## src/rtl/bit_debouncer.sv

```systemverilog
// Synchronises and debounces a raw pin into OUT with LOAD/RISE/FALL pulses.
// Define BIT_DEBOUNCER_TOGGLE_EN to enable the push-on/push-off TOGGLE output.
module bit_debouncer #(
    parameter int SYNC_STAGES   = 2,
    parameter int STABLE_CYCLES = 4,
    parameter int CNT_WIDTH     = 8
) (
    input  logic CLK,
    input  logic RESET_N,
    input  logic PIN,
    output logic OUT,
    output logic LOAD,
    output logic RISE,
    output logic FALL,
    output logic TOGGLE
);

    typedef enum logic [1:0] {
        S_LO      = 2'd0,
        S_PEND_HI = 2'd1,
        S_HI      = 2'd2,
        S_PEND_LO = 2'd3
    } state_t;

    localparam logic [CNT_WIDTH-1:0] LP_LAST = CNT_WIDTH'(STABLE_CYCLES - 1);
    localparam logic [CNT_WIDTH-1:0] LP_ONE  = CNT_WIDTH'(1);
    localparam bit                   LP_DIRECT = (STABLE_CYCLES == 1);

    logic [SYNC_STAGES-1:0] r_sync;
    logic                   w_sync;

    state_t                 r_state;
    state_t                 w_state_nxt;
    logic [CNT_WIDTH-1:0]   r_cnt;
    logic [CNT_WIDTH-1:0]   w_cnt_nxt;
    logic                   r_out;
    logic                   w_out_nxt;
    logic                   r_load;
    logic                   r_rise;
    logic                   r_fall;
    logic                   w_rise_nxt;
    logic                   w_fall_nxt;

    always_ff @(posedge CLK) begin
        if (!RESET_N) begin
            r_sync <= '0;
        end else begin
            r_sync <= {r_sync[SYNC_STAGES-2:0], PIN};
        end
    end

    assign w_sync = r_sync[SYNC_STAGES-1];

    always_ff @(posedge CLK) begin
        if (!RESET_N) begin
            r_state <= S_LO;
            r_cnt   <= '0;
            r_out   <= 1'b0;
            r_load  <= 1'b0;
            r_rise  <= 1'b0;
            r_fall  <= 1'b0;
        end else begin
            r_state <= w_state_nxt;
            r_cnt   <= w_cnt_nxt;
            r_out   <= w_out_nxt;
            r_load  <= w_rise_nxt | w_fall_nxt;
            r_rise  <= w_rise_nxt;
            r_fall  <= w_fall_nxt;
        end
    end

    // Pending states count consecutive samples at the candidate level.
    always_comb begin
        w_state_nxt = r_state;
        w_cnt_nxt   = r_cnt;
        w_out_nxt   = r_out;
        w_rise_nxt  = 1'b0;
        w_fall_nxt  = 1'b0;
        unique case (r_state)
            S_LO: begin
                if (w_sync) begin
                    if (LP_DIRECT) begin
                        w_state_nxt = S_HI;
                        w_cnt_nxt   = '0;
                        w_out_nxt   = 1'b1;
                        w_rise_nxt  = 1'b1;
                    end else begin
                        w_state_nxt = S_PEND_HI;
                        w_cnt_nxt   = LP_ONE;
                    end
                end
            end
            S_PEND_HI: begin
                if (!w_sync) begin
                    w_state_nxt = S_LO;
                    w_cnt_nxt   = '0;
                end else if (r_cnt == LP_LAST) begin
                    w_state_nxt = S_HI;
                    w_cnt_nxt   = '0;
                    w_out_nxt   = 1'b1;
                    w_rise_nxt  = 1'b1;
                end else begin
                    w_cnt_nxt = r_cnt + LP_ONE;
                end
            end
            S_HI: begin
                if (!w_sync) begin
                    if (LP_DIRECT) begin
                        w_state_nxt = S_LO;
                        w_cnt_nxt   = '0;
                        w_out_nxt   = 1'b0;
                        w_fall_nxt  = 1'b1;
                    end else begin
                        w_state_nxt = S_PEND_LO;
                        w_cnt_nxt   = LP_ONE;
                    end
                end
            end
            S_PEND_LO: begin
                if (w_sync) begin
                    w_state_nxt = S_HI;
                    w_cnt_nxt   = '0;
                end else if (r_cnt == LP_LAST) begin
                    w_state_nxt = S_LO;
                    w_cnt_nxt   = '0;
                    w_out_nxt   = 1'b0;
                    w_fall_nxt  = 1'b1;
                end else begin
                    w_cnt_nxt = r_cnt + LP_ONE;
                end
            end
            default: begin
                w_state_nxt = S_LO;
                w_cnt_nxt   = '0;
            end
        endcase
    end

    assign OUT  = r_out;
    assign LOAD = r_load;
    assign RISE = r_rise;
    assign FALL = r_fall;

`ifdef BIT_DEBOUNCER_TOGGLE_EN
    logic r_toggle;

    always_ff @(posedge CLK) begin
        if (!RESET_N) begin
            r_toggle <= 1'b0;
        end else if (w_rise_nxt) begin
            r_toggle <= ~r_toggle;
        end
    end

    assign TOGGLE = r_toggle;
`else
    assign TOGGLE = 1'b0;
`endif

endmodule
```

## config.mk

```make
export PLATFORM = sky130hd
export DESIGN_NAME = bit_debouncer
export DESIGN_NICKNAME = d
export VERILOG_FILES = /design/src/rtl/bit_debouncer.sv
export SDC_FILE = /design/constraint.sdc
export NUM_CORES = 1
export LEC_CHECK = 0
export ABC_AREA = 0
export ABC_CLOCK_PERIOD_IN_PS = 3000
export BUFFER_PORTS_ARGS = -buffer_cell sky130_fd_sc_hd__buf_4
export CAP_MARGIN = 10
export CORE_AREA = 2 2 39 41
export DETAILED_ROUTE_END_ITERATION = 8
export DIE_AREA = 0 0 41 43
export PLACE_DENSITY = 0.8
export REMOVE_ABC_BUFFERS = 1
export SLEW_MARGIN = 20
export SYNTH_ARGS = -nofsm -noshare
export SYNTH_HDL_FRONTEND = slang
export SYNTH_SLANG_ARGS = --single-unit
```

## constraint.sdc

```tcl
create_clock -name CLK -period 3 [get_ports CLK]
set_input_delay 0.45 -clock CLK [delete_from_list [all_inputs] [get_ports CLK]]
set_output_delay 0.45 -clock CLK [all_outputs]
set_load 0.1 [all_outputs]
```

# After elaboration in Yosys (flattened, before gate mapping)

Cells that the tools add are included.

Register bits: 16
Bits of input ports: 3
Word-level logic and storage cells: 49

Add/sub/neg operators: 1
Equal/unequal tests: 12
Muxes and demuxes: 23
Bitwise gates (word level): 1
Reductions and logical operators: 5

Operator list:

| kind                  | count |
|---|---|
| $mux W8               | 5 |
| $pmux W8 S4           | 1 |
| $mux W2               | 6 |
| $ne A2 B2 Y1 const B  | 6 |
| $mux W1               | 9 |
| $add A8 B1 Y8 const B | 1 |
| $eq A8 B2 Y1 const B  | 1 |
| $pmux W2 S4           | 1 |
| $ne A3 B3 Y1 const B  | 2 |
| $reduce_and A5 Y1     | 1 |
| $eq A2 B2 Y1 const B  | 2 |
| $reduce_and A4 Y1     | 1 |
| $eq A2 B1 Y1 const B  | 1 |
| $logic_not A2 Y1      | 1 |
| $pmux W1 S2           | 1 |
| $reduce_and A2 Y1     | 1 |
| $reduce_bool A2 Y1    | 1 |
| $or A1 B1 Y1          | 1 |

# Depth between registers and ports, before layout

Gate-level depths: netlist of run 1.

Depth in word-level cells: 5
Mapped depth: 5
Gate-level depth less buffers: 5

# Worst setup path before layout of run 1

OpenSTA, ideal clock, no wires.

Path type: reg2reg
Start point: reg, netlist name OUT
End point: reg r_out, in the netlist OUT
Arrival time: 1.338 ns
Data required time: 2.929 ns
Setup slack: 1.591 ns
Stages on the path, launching flop included: 4
Buffers on the path: 0
Clock period less this slack: 1.409 ns
Path through: dfxtp_1 -> a41oi_1 -> or2_0 -> a21boi_1

RTL lines:

| item                 | RTL line | text |
|---|---|---|
| to (signal assigned) | 65       | `r_out <= w_out_nxt;` |
| to (decl)            | 36       | `logic r_out;` |

# Worst setup path after layout of run 1

Start point: reg r_cnt[0]
End point: reg r_rise, in the netlist RISE

Cells in the longest elaborated chain, start to end: 4

RTL lines:

| item                   | RTL line | text |
|---|---|---|
| from (decl)            | 34       | `logic [CNT_WIDTH-1:0] r_cnt;` |
| from (signal assigned) | 64       | `r_cnt <= w_cnt_nxt;` |
| $eq A8 B2 Y1           | 97       | `end else if (r_cnt == LP_LAST) begin` |
| $mux W1                | 97       |  |
| $mux W1                | 94       | `if (!w_sync) begin` |
| $mux W1                | 79       | `unique case (r_state)` |
| to (signal assigned)   | 67       | `r_rise <= w_rise_nxt;` |
| to (decl)              | 39       | `logic r_rise;` |

Every way passes these cells.
A chain may end at the register's enable or synchronous reset.

==> impl_summary.txt, run 1 <==
----------------------------------------------------
[Worst setup path]
  Cell Chain, Critical Path ... ha_1 -> nor4b_4 -> nand2_1 -> nor4_1
  CP Max Fanout ... 5
  Worst setup path category ... reg -> reg
  Required arrival time at the worst endpoint ... 3200 ps
  Nature of the critical path endpoint ... flop
  Worst-path cell with the longest stage delay ... dfxtp_1
  Buf+Inv Stages, Crit Path ... 0
  Critical path's largest stage delay ... 410 ps
  Category of cells accounting for the largest share of critical-path delay ... simple AND/OR/NAND/NOR gates
  Startpoint type of the worst setup path ... flop
  Worst Path Arrival ... 1780 ps

[Logic synthesis]
  Number of register bits inferred by synthesis ... 16
  Count of flip-flops with a built-in enable after synthesis ... 0
  Post-Synth Simple-Gate Area ... 27.48%
  Multiplexer share of the synthesized area ... 1.391%
  Xor and xnor fraction of the mapped netlist area ... 4.870%
  Most used standard cells in the synthesized netlist ... dfxtp_1 (16), a31oi_1 (6), nand2_1 (6)
  Average cell area after synthesis ... 9.992 um^2
  Library cells used by synthesis ... 33
  Share of flip-flops with an asynchronous set or reset ... 0%
  Top cell type's share of synthesized area ... 44.52%
  Cell types occupying the most area after synthesis ... dfxtp_1 (45%), a31oi_1 (5.2%), xnor2_1 (3.7%)
  Top-count cell post-synth ... dfxtp_1
  Main combinational cell family by area after synthesis ... simple AND/OR/NAND/NOR gates
  Cells after synthesis ... 72
  Count of yosys warnings during synthesis ... 0
  Most common flop cell mapped by yosys ... dfxtp_1
  Post-Synth Adder-Cell Area ... 1.739%
  Cell taking the most area after synthesis ... dfxtp_1
  Sequential-to-total area share from yosys stat ... 44.52%
  Compound-Gate Fraction of Synth Area ... 17.22%
  Cell area after synthesis ... 719.4 um^2

[CTS]
  Clk Latency, worst-skew pair ... 290 ps
  Number of buffers inserted for hold repair after clock tree synthesis ... 0
  Reg clk slew, reported paths ... 90 ps
  TritonCTS Buffers ... 3
  Resize count post-CTS ... 0
  CTS tree ... done
  Clk root buf ... clkbuf_4
  Longest Clk Path Bufs ... 2
  Sinks on Clock Net ... 16
  Depth of the CTS H-tree ... 1
  Total setup buffers inserted after CTS ... 0

[Floorplan]
  Die outline area ... 1763 um^2
  Overall die width ... 41 um
  Standard cell core area ... 1384 um^2
  Io pins ... 8
  Site Rows ... 14
  Initial core utilization ... 51.99%
  Die Span Y ... 43 um

[STA]
  Finish-stage setup viols ... 0
  Summed negative setup slack over all endpoints ... 0 ps
  Final Skew ... 0.5595 ps
  Top achievable clock speed ... 0.6312 GHz
  Setup repair after global routing missed its margin ... false
  Min cycle time layout ... 1584 ps
  Number of hold violations in the final report ... 0
  Max Transition Viols Final ... 0
  Fraction of the cycle the final worst path needs ... 52.81%

[Global routing]
  GRT Total Usage ... 19.17%
  Antenna violations before repair ... 0
  First-pass GRT wire length ... 2.214 mm
  Number of global-route vias before repair ... 517
  Remaining global-route overflow ... 0
  Maximum number of pins on one net before global-route repair ... 11

[Finish]
  Layout overhead on the synthesized area ... 12.35%
  Net count, final ... 85
  Layout fillers ... 124
  Share of layout cells above drive strength 1 ... 17.50%
  Antenna cell count ... 0

[Route]
  Via-to-Cell Ratio ... 5.917
  Remaining routing DRC violations ... 0
  Drt total wl ... 1.300 mm
  Total iterations of the first detailed-routing run ... 4
  Average routed wire per standard cell ... 13.54 um
  Via Count ... 568
  Iter 0 DRT Violations ... 15
  Post-DRT Antenna Nets ... 0

[Power]
  Design Power ... 0.3931 mW
  Worst supply voltage drop on vdd ... 0.0003219 V
  Power density over the cells ... 486.4 nW/um^2
  Leakage Power ... 0.3010 nW

[Placed design]
  Weighted congestion reported at the end of routability-driven placement ... 0.8442
  Number of port buffers ... 6
  Placed wire-length estimate ... 918.1 um

[Hold path]
  Worst hold path class ... in -> reg

[Run]
  Total of max-cap violations ... 0

[Status]
  Outcome ... complete, no violations

----------------------------------------------------
-- final timing paths --
check                                             to  slack [ps]                  start  depth (start not counted)
worst max-delay path                 RISE$_SDFF_PN0_        1420  r_cnt[0]$_SDFFE_PN0P_                          4
worst min-delay path            r_sync[0]$_SDFF_PN0_         360                    PIN                          2
worst max register to register       RISE$_SDFF_PN0_        1420  r_cnt[0]$_SDFFE_PN0P_                          4
worst min register to register  r_sync[1]$_SDFF_PN0_         450   r_sync[0]$_SDFF_PN0_                          1
-- registers in the layout, summed over array words and instances, names as in the netlist, named ones only --
register,flops
r_state,1
RISE,1
FALL,1
LOAD,1
r_cnt,8
OUT,1
r_sync,2
-- layer usage --
layer | GRT usage, % | routed length [um]
met1 | 23.26 | 586
met2 | 27.81 | 622
met3 | 7.853 | 54
met4 | 10.00 | 37
met5 | 0 | 0
-- layout make-up --
class | instances | area [um^2] | share of cell area [%]
Multi-Input combinational cell | 53 | 382.9 | 47.37
Sequential cell | 16 | 320.3 | 39.63
Timing Repair Buffer | 6 | 45.04 | 5.573
Clock buffer | 4 | 36.28 | 4.489
Tap cell | 16 | 20.02 | 2.477
Inverter | 1 | 3.754 | 0.4644
-- metrics by stage --
stage               setup slack [ps]  utilization [%]  std cells  area, um^2  hold slack [ps]
floorplan                       1591                -         70       706.9            411.8
global placement                1490            55.79         92       772.0            421.3
detailed placement              1441            55.79         92       772.0            432.8
CTS                             1415            58.41         96       808.3            366.6
global route                    1216            58.41         96       808.3            356.0
finish                          1416            58.41         96       808.3            363.9
-- layout by cell type (no fill, tap or decap), types with 2 or more instances in the layout --
| cell type | netlist | layout |
|---|---|---|
| a21oi_1 | 3 | 3 |
| a22o_1 | 2 | 2 |
| a31oi_1 | 6 | 6 |
| and2_1 | 2 | 2 |
| and3_1 | 3 | 3 |
| buf_4 | 1 | 6 |
| clkbuf_4 | 0 | 3 |
| dfxtp_1 | 16 | 16 |
| nand2_1 | 6 | 6 |
| nand2b_1 | 3 | 3 |
| nand3_1 | 3 | 3 |
| nand3b_1 | 2 | 2 |
| o21ai_0 | 2 | 2 |
| xnor2_1 | 3 | 3 |
-- worst reg2reg max path, delay by kind of cell (launching register included) --
kind | cells | cell delay (ps)
adders and majority gates | 1 | 240
and+or+nand+nor | 3 | 840
DFF | 1 | 410
-- logic make-up after synthesis --
logic type / count (synthesis)
AND/OR/NAND/NOR: 29
AO/OA/AOI/OAI: 17
flip-flops: 16
XOR/XNOR: 4
buffers and inverters: 3
adder cells (fa/ha/maj): 1
other: 1
multiplexers: 1
-- where the power goes --
group / switching, mW / internal [mW] / total [mW]
registers: 0.00376 / 0.216 / 0.220
logic: 0.0228 / 0.00872 / 0.0315
clock network: 0.0679 / 0.0741 / 0.142
total: 0.0945 / 0.299 / 0.393
No activity file was read; power rests on OpenSTA's default activity.
==> run 2, diff against run 1 <==
--- a/config.mk
+++ b/config.mk
@@ -6,12 +6,11 @@
 export NUM_CORES = 1
 export LEC_CHECK = 0
 export ABC_AREA = 0
-export ABC_CLOCK_PERIOD_IN_PS = 3000
+export ABC_CLOCK_PERIOD_IN_PS = 1630
 export BUFFER_PORTS_ARGS = -buffer_cell sky130_fd_sc_hd__buf_4
 export CAP_MARGIN = 10
-export CORE_AREA = 2 2 39 41
+export CORE_UTILIZATION = 54
 export DETAILED_ROUTE_END_ITERATION = 8
-export DIE_AREA = 0 0 41 43
 export PLACE_DENSITY = 0.8
 export REMOVE_ABC_BUFFERS = 1
 export SLEW_MARGIN = 20
==> constraint.sdc (replaced) <==
create_clock -name CLK -period 1.63 [get_ports CLK]
set_input_delay 0.2445 -clock CLK [delete_from_list [all_inputs] [get_ports CLK]]
set_output_delay 0.2445 -clock CLK [all_outputs]
set_load 0.1 [all_outputs]
==> run 2 against run 1 <==
Global-route usage is 0.19 points lower. Critical path type unchanged. Cell count stayed put. Via count shrank 2.1%.
==> impl_summary.txt, run 2 (synthesized netlist as in run 1, its figures left out) <==
----------------------------------------------------
[Status]
  Outcome ... complete, no violations

[Finish]
  Share of layout cells above drive strength 1 ... 21.95% (+4.5 points)
  Antenna cell count ... 0 (unchanged)
  Biggest registers after layout ... r_cnt: 8 flops, r_sync: 2 flops
  Number of standard cells in the layout, taps in and fillers out ... 96 (unchanged)
  Layout fillers ... 93 (-25%)
  Layout overhead on the synthesized area ... 14.61%
  Net count, final ... 87 (+2.4%)
  Top library cells by usage in the layout, fill and taps aside ... dfxtp_1 (15), buf_4 (8), nand2_1 (6), a31oi_1 (6)
  End-of-flow core utilization ... 70.41% (+12 points)
  Post-Layout Inst Area ... 824.5 um^2 (+2.0%)
  Most common cell after layout, fill and taps aside ... dfxtp_1
  Max reg flops ... 8 (unchanged)
  Register bank with the most flops ... r_cnt

[Route]
  Iter 0 DRT Violations ... 8 (-7)
  Post-DRT Antenna Nets ... 0 (unchanged)
  Total iterations of the first detailed-routing run ... 4 (unchanged)
  Drt total wl ... 1.210 mm (-6.9%)
  Via Count ... 556 (-2.1%)
  Via-to-Cell Ratio ... 5.792 (-2.1%)
  Average routed wire per standard cell ... 12.60 um (-6.9%)
  Remaining routing DRC violations ... 0 (unchanged)

[Power]
  Switching portion of total power ... 23.15% (-0.88 points)
  Design Power ... 0.7178 mW (+83%)
  Leakage Power ... 0.3081 nW (+2.3%)
  Worst supply voltage drop on vdd ... 0.0009246 V (+190%)
  Reg power frac ... 56.1% (+0.2 points)
  Clock group share of total power ... 35.3% (-0.8 points)
  Combinational share of power ... 8.6% (+0.6 points)
  Power density over the cells ... 870.6 nW/um^2 (+79%)
  Internal power ... 0.5517 mW (+85%)
  P_sw ... 0.1662 mW (+76%)

[CTS]
  Longest Clk Path Bufs ... 2 (unchanged)
  Number of buffers inserted for hold repair after clock tree synthesis ... 0 (unchanged)
  Clk root buf ... clkbuf_4
  CTS tree ... done
  Clk Latency, worst-skew pair ... 280 ps (about the same)
  Resize count post-CTS ... 0 (unchanged)
  TritonCTS Buffers ... 3 (unchanged)
  Total setup buffers inserted after CTS ... 0 (unchanged)
  Sinks on Clock Net ... 16 (unchanged)
  Depth of the CTS H-tree ... 1 (unchanged)
  Reg clk slew, reported paths ... 90 ps (about the same)

[Worst setup path]
  Required arrival time at the worst endpoint ... 1800 ps (-1400 ps)
  Worst Path Arrival ... 1690 ps (-90 ps)
  Startpoint type of the worst setup path ... flop
  Worst setup path category ... reg -> reg
  Nature of the critical path endpoint ... flop
  R2R Setup Slk ... 110 ps (-1300 ps)
  CP Max Fanout ... 4 (-1)

[Placed design]
  Placed wire-length estimate ... 867.5 um (-5.5%)
  Number of port buffers ... 6 (unchanged)
  Weighted congestion reported at the end of routability-driven placement ... 0.8103 (-4.0%)
  Worst setup slack before clock tree synthesis ... 126.0 ps (-1315 ps)
  Post-placement cell area ... 784.5 um^2 (+1.6%)
  DP Cell Count ... 92 (unchanged)

[STA]
  Summed negative setup slack over all endpoints ... 0 ps (unchanged)
  Max Transition Viols Final ... 0 (unchanged)
  Setup slack after layout ... 113.1 ps (-1303 ps)
  Final Skew ... 5.866 ps (+5.307 ps)
  Fraction of the cycle the final worst path needs ... 93.06% (+40 points)
  Worst-case hold slack ... 178.3 ps (-185.6 ps)
  Min cycle time layout ... 1517 ps (-67.40 ps)
  Finish-stage setup viols ... 0 (unchanged)
  Setup repair after global routing missed its margin ... false
  Top achievable clock speed ... 0.6593 GHz (+4.4%)
  Number of hold violations in the final report ... 0 (unchanged)

[Floorplan]
  Standard cell core area ... 1171 um^2 (-15%)
  Io pins ... 8 (unchanged)
  Overall die width ... 38.50 um (-6.1%)
  Initial core utilization ... 61.43% (+9.4 points)
  Site Rows ... 12 (-2)
  Die outline area ... 1482 um^2 (-16%)
  Die Span Y ... 38.50 um (-10%)

[Hold path]
  Worst hold path class ... in -> reg

[Run]
  Total of max-cap violations ... 0 (unchanged)

[Global routing]
  Number of global-route vias before repair ... 417 (-19%)
  First-pass GRT wire length ... 1.863 mm (-16%)
  Remaining global-route overflow ... 0 (unchanged)
  GRT Total Usage ... 18.98% (-0.19 points)
  Antenna violations before repair ... 0 (unchanged)
  Maximum number of pins on one net before global-route repair ... 11 (unchanged)

----------------------------------------------------
run 2: worst max-delay path, cell delays in order, from the launching register on:
cell and delay (ps):
dfxtp_1 400, ha_2 220, nor4b_4 330, nand3_1 200, o21ai_0 190, a21boi_1 80
run 2: layout make-up:
type	count	area [um^2]	share of cell area, %
clock buffer	4	36.28	4.401
timing repair buffer	8	60.06	7.284
sequential	16	321.6	39.00
inverter	1	3.754	0.4552
tap	14	17.52	2.124
multi-input combinational	53	385.4	46.74
run 2: path summary, 6_finish.rpt:
kind,startpoint,endpoint,cells past startpoint
hold / removal,PIN,r_sync[0]$_SDFF_PN0_,2
setup / recovery,r_cnt[1]$_SDFFE_PN0P_,OUT$_SDFFE_PN0P_,5
hold reg to reg,r_sync[0]$_SDFF_PN0_,r_sync[1]$_SDFF_PN0_,1
setup reg to reg,r_cnt[1]$_SDFFE_PN0P_,OUT$_SDFFE_PN0P_,5
run 2: layer usage:
metal / wire length, um / track usage [%] / vias to the layer above
li1: - / - / 286
met1: 651 / 28.47 / 258
met2: 488 / 25.00 / 10
met3: 50 / 5.233 / 2
met4: 19 / 7.759 / 0
met5: 0 / 0 / -
run 2: power groups by stage:
stage / sequential, mW / clock [mW] / combinational [mW]
floorplan: 0.429 / 0 / 0.0279
global placement: 0.411 / 0 / 0.0616
detailed placement: 0.412 / 0 / 0.0615
CTS: 0.403 / 0.262 / 0.0617
global route: 0.404 / 0.278 / 0.0656
finish: 0.403 / 0.253 / 0.0618
==> run 3, diff against run 2 <==
--- a/config.mk
+++ b/config.mk
@@ -6,7 +6,7 @@
 export NUM_CORES = 1
 export LEC_CHECK = 0
 export ABC_AREA = 0
-export ABC_CLOCK_PERIOD_IN_PS = 1630
+export ABC_CLOCK_PERIOD_IN_PS = 1400
 export BUFFER_PORTS_ARGS = -buffer_cell sky130_fd_sc_hd__buf_4
 export CAP_MARGIN = 10
 export CORE_UTILIZATION = 54
==> constraint.sdc (replaced) <==
create_clock -name CLK -period 1.4 [get_ports CLK]
set_input_delay 0.21 -clock CLK [delete_from_list [all_inputs] [get_ports CLK]]
set_output_delay 0.21 -clock CLK [all_outputs]
set_load 0.1 [all_outputs]
==> run 3 against run 2 <==
The flow now finishes with violations (negative setup slack). Design area up 12%. Count of clock-buffer cells in the layout down 1. First-iteration DRC count rose to 2.8 times the previous value. Non-clock buffer count up 10. Power up 9.5%. Sequential power up 16%. Worst setup slack worse by 170 ps. Largest power group unchanged.
==> impl_summary.txt, run 3 (synthesized netlist as in run 1, its figures left out) <==
----------------------------------------------------
[Floorplan]
  Die Span Y ... 38.50 um (unchanged)
  Io pins ... 8 (unchanged)
  Overall die width ... 38.50 um (unchanged)
  Die outline area ... 1482 um^2 (unchanged)
  Site Rows ... 12 (unchanged)
  Initial core utilization ... 61.43% (unchanged)
  Standard cell core area ... 1171 um^2 (unchanged)

[Finish]
  Layout overhead on the synthesized area ... 28.87%
  Biggest registers after layout ... r_cnt: 8 flops, r_sync: 2 flops
  Net count, final ... 97 (+11%)
  Top library cells by usage in the layout, fill and taps aside ... buf_4 (16), dfxtp_1 (14), nand2_1 (5), a31oi_1 (5)
  Antenna cell count ... 0 (unchanged)
  Most common cell after layout, fill and taps aside ... buf_4
  Number of standard cells in the layout, taps in and fillers out ... 105 (+9.4%)
  Share of layout cells above drive strength 1 ... 36.26% (+14 points)
  Max reg flops ... 8 (unchanged)
  Layout fillers ... 82 (-12%)
  Register bank with the most flops ... r_cnt

[Worst setup path]
  Worst Path Arrival ... 1620 ps (-70 ps)
  Category of cells accounting for the largest share of critical-path delay ... flip-flops
  CP Max Fanout ... 5 (+1)
  Nature of the critical path endpoint ... flop
  Worst setup path category ... reg -> reg
  Required arrival time at the worst endpoint ... 1560 ps (-240 ps)
  Worst-path cell with the longest stage delay ... dfxtp_2
  Most used cell along the critical path ... a31oi_1
  Buf+Inv Stages, Crit Path ... 1 (+1)
  Cell Chain, Critical Path ... ha_4 -> nor4b_4 -> a211oi_4 -> buf_6 -> a31oi_1 -> a31oi_1
  Critical path's largest stage delay ... 360 ps (-40 ps)
  Startpoint type of the worst setup path ... flop

[Power]
  Leakage Power ... 0.3580 nW (+16%)
  Power density over the cells ... 847.8 nW/um^2 (-2.6%)
  Worst supply voltage drop on vdd ... 0.0005942 V (-36%)

[CTS]
  Clk root buf ... clkbuf_4
  Clk Latency, worst-skew pair ... 280 ps (about the same)
  TritonCTS Buffers ... 3 (unchanged)
  Longest Clk Path Bufs ... 2 (unchanged)
  Number of buffers inserted for hold repair after clock tree synthesis ... 0 (unchanged)
  CTS tree ... done
  Reg clk slew, reported paths ... 90 ps (about the same)
  Sinks on Clock Net ... 16 (unchanged)
  Depth of the CTS H-tree ... 1 (unchanged)

[Hold path]
  Worst hold path class ... in -> reg

[Status]
  Outcome ... complete, but fails checks
  Violated checks ... negative setup slack

[STA]
  Finish-stage setup viols ... 4 (+4)
  Top achievable clock speed ... 0.6852 GHz (+3.9%)
  Number of hold violations in the final report ... 0 (unchanged)
  Fraction of the cycle the final worst path needs ... 104.2% (+11 points)
  Summed negative setup slack over all endpoints ... -134.8 ps (-134.8 ps)
  Min cycle time layout ... 1459 ps (-57.44 ps)
  Setup slack after layout ... -59.44 ps (-172.6 ps)
  Max Transition Viols Final ... 0 (unchanged)
  Final Skew ... 1.719 ps (-4.147 ps)
  Setup repair after global routing missed its margin ... true

[Global routing]
  Remaining global-route overflow ... 0 (unchanged)
  Antenna violations before repair ... 0 (unchanged)
  Number of global-route vias before repair ... 553 (+33%)
  GRT Total Usage ... 23.72% (+4.7 points)
  Maximum number of pins on one net before global-route repair ... 11 (unchanged)
  First-pass GRT wire length ... 2.297 mm (+23%)

[Run]
  Total of max-cap violations ... 0 (unchanged)

[Route]
  Drt total wl ... 1.547 mm (+28%)
  Via Count ... 622 (+12%)
  Via-to-Cell Ratio ... 5.924 (+2.3%)
  Post-DRT Antenna Nets ... 0 (unchanged)
  Remaining routing DRC violations ... 0 (unchanged)
  Total iterations of the first detailed-routing run ... 4 (unchanged)
  Iter 0 DRT Violations ... 22 (+14)
  Average routed wire per standard cell ... 14.73 um (+17%)

[Placed design]
  Weighted congestion reported at the end of routability-driven placement ... 0.7825 (-3.4%)
  DP Cell Count ... 100 (+8.7%)
  Number of port buffers ... 6 (unchanged)

----------------------------------------------------
[run 3: what timing repair did]
action,4_1_cts,5_1_grt
endpoints found under the setup margin,7,14
resized for setup,5,7
cloned,0,1
pin swaps,4,5
hold endpoints to repair,0,0
buffers inserted,1,2
[run 3: cell type report]
cell class                      count  area (um^2)  area share, %
Clock buffer                        3        22.52          2.429
Inverter                            1        3.754         0.4049
Multi-Input combinational cell     53        417.9          45.07
Sequential cell                    16        322.8          34.82
Tap cell                           14        17.52          1.889
Timing Repair Buffer               18        142.6          15.38
[run 3: routing by layer]
metal  track usage, %  share of wire [%]  vias to the layer above  wire length (um)
met5                0                  0                        -                 0
met4            10.34               0.71                        0                11
met2            39.17                 52                       14               803
li1                 -                  -                      305                 -
met3            6.977                4.3                        2                67
met1            28.10                 43                      301               663
[run 3: stage by stage]
step	hold WS, ps	area (um^2)	utilization [%]	total power [mW]	setup WS [ps]
after floorplan	331.7	706.9	-	0.5314	-8.850
after global placement	419.3	844.6	72.12	0.5568	-0.03042
after detailed placement	436.4	844.6	72.12	0.5590	-45.52
after CTS	142.1	893.4	76.28	0.7887	-29.35
after global routing	125.2	927.1	79.17	0.8187	-119.6
final	139.1	927.1	79.17	0.7860	-59.44
[run 3: report_power, final]
part	total, mW	switching, mW	leakage [nW]	internal, mW
combinational	0.0827	0.0558	0.214	0.0269
sequential	0.468	0.00500	0.131	0.463
clock	0.235	0.136	0.0138	0.0997
total	0.786	0.196	0.358	0.590
[run 3: worst paths after layout]
check	start	to	cells after the start	slack, ps
worst min-delay path	PIN	r_sync[0]$_SDFF_PN0_	2	140
worst max register to register	r_cnt[0]$_SDFFE_PN0P_	r_cnt[5]$_SDFFE_PN0P_	6	-60
worst min register to register	r_sync[0]$_SDFF_PN0_	r_sync[1]$_SDFF_PN0_	1	460
worst max-delay path	r_cnt[0]$_SDFFE_PN0P_	r_cnt[5]$_SDFFE_PN0P_	6	-60
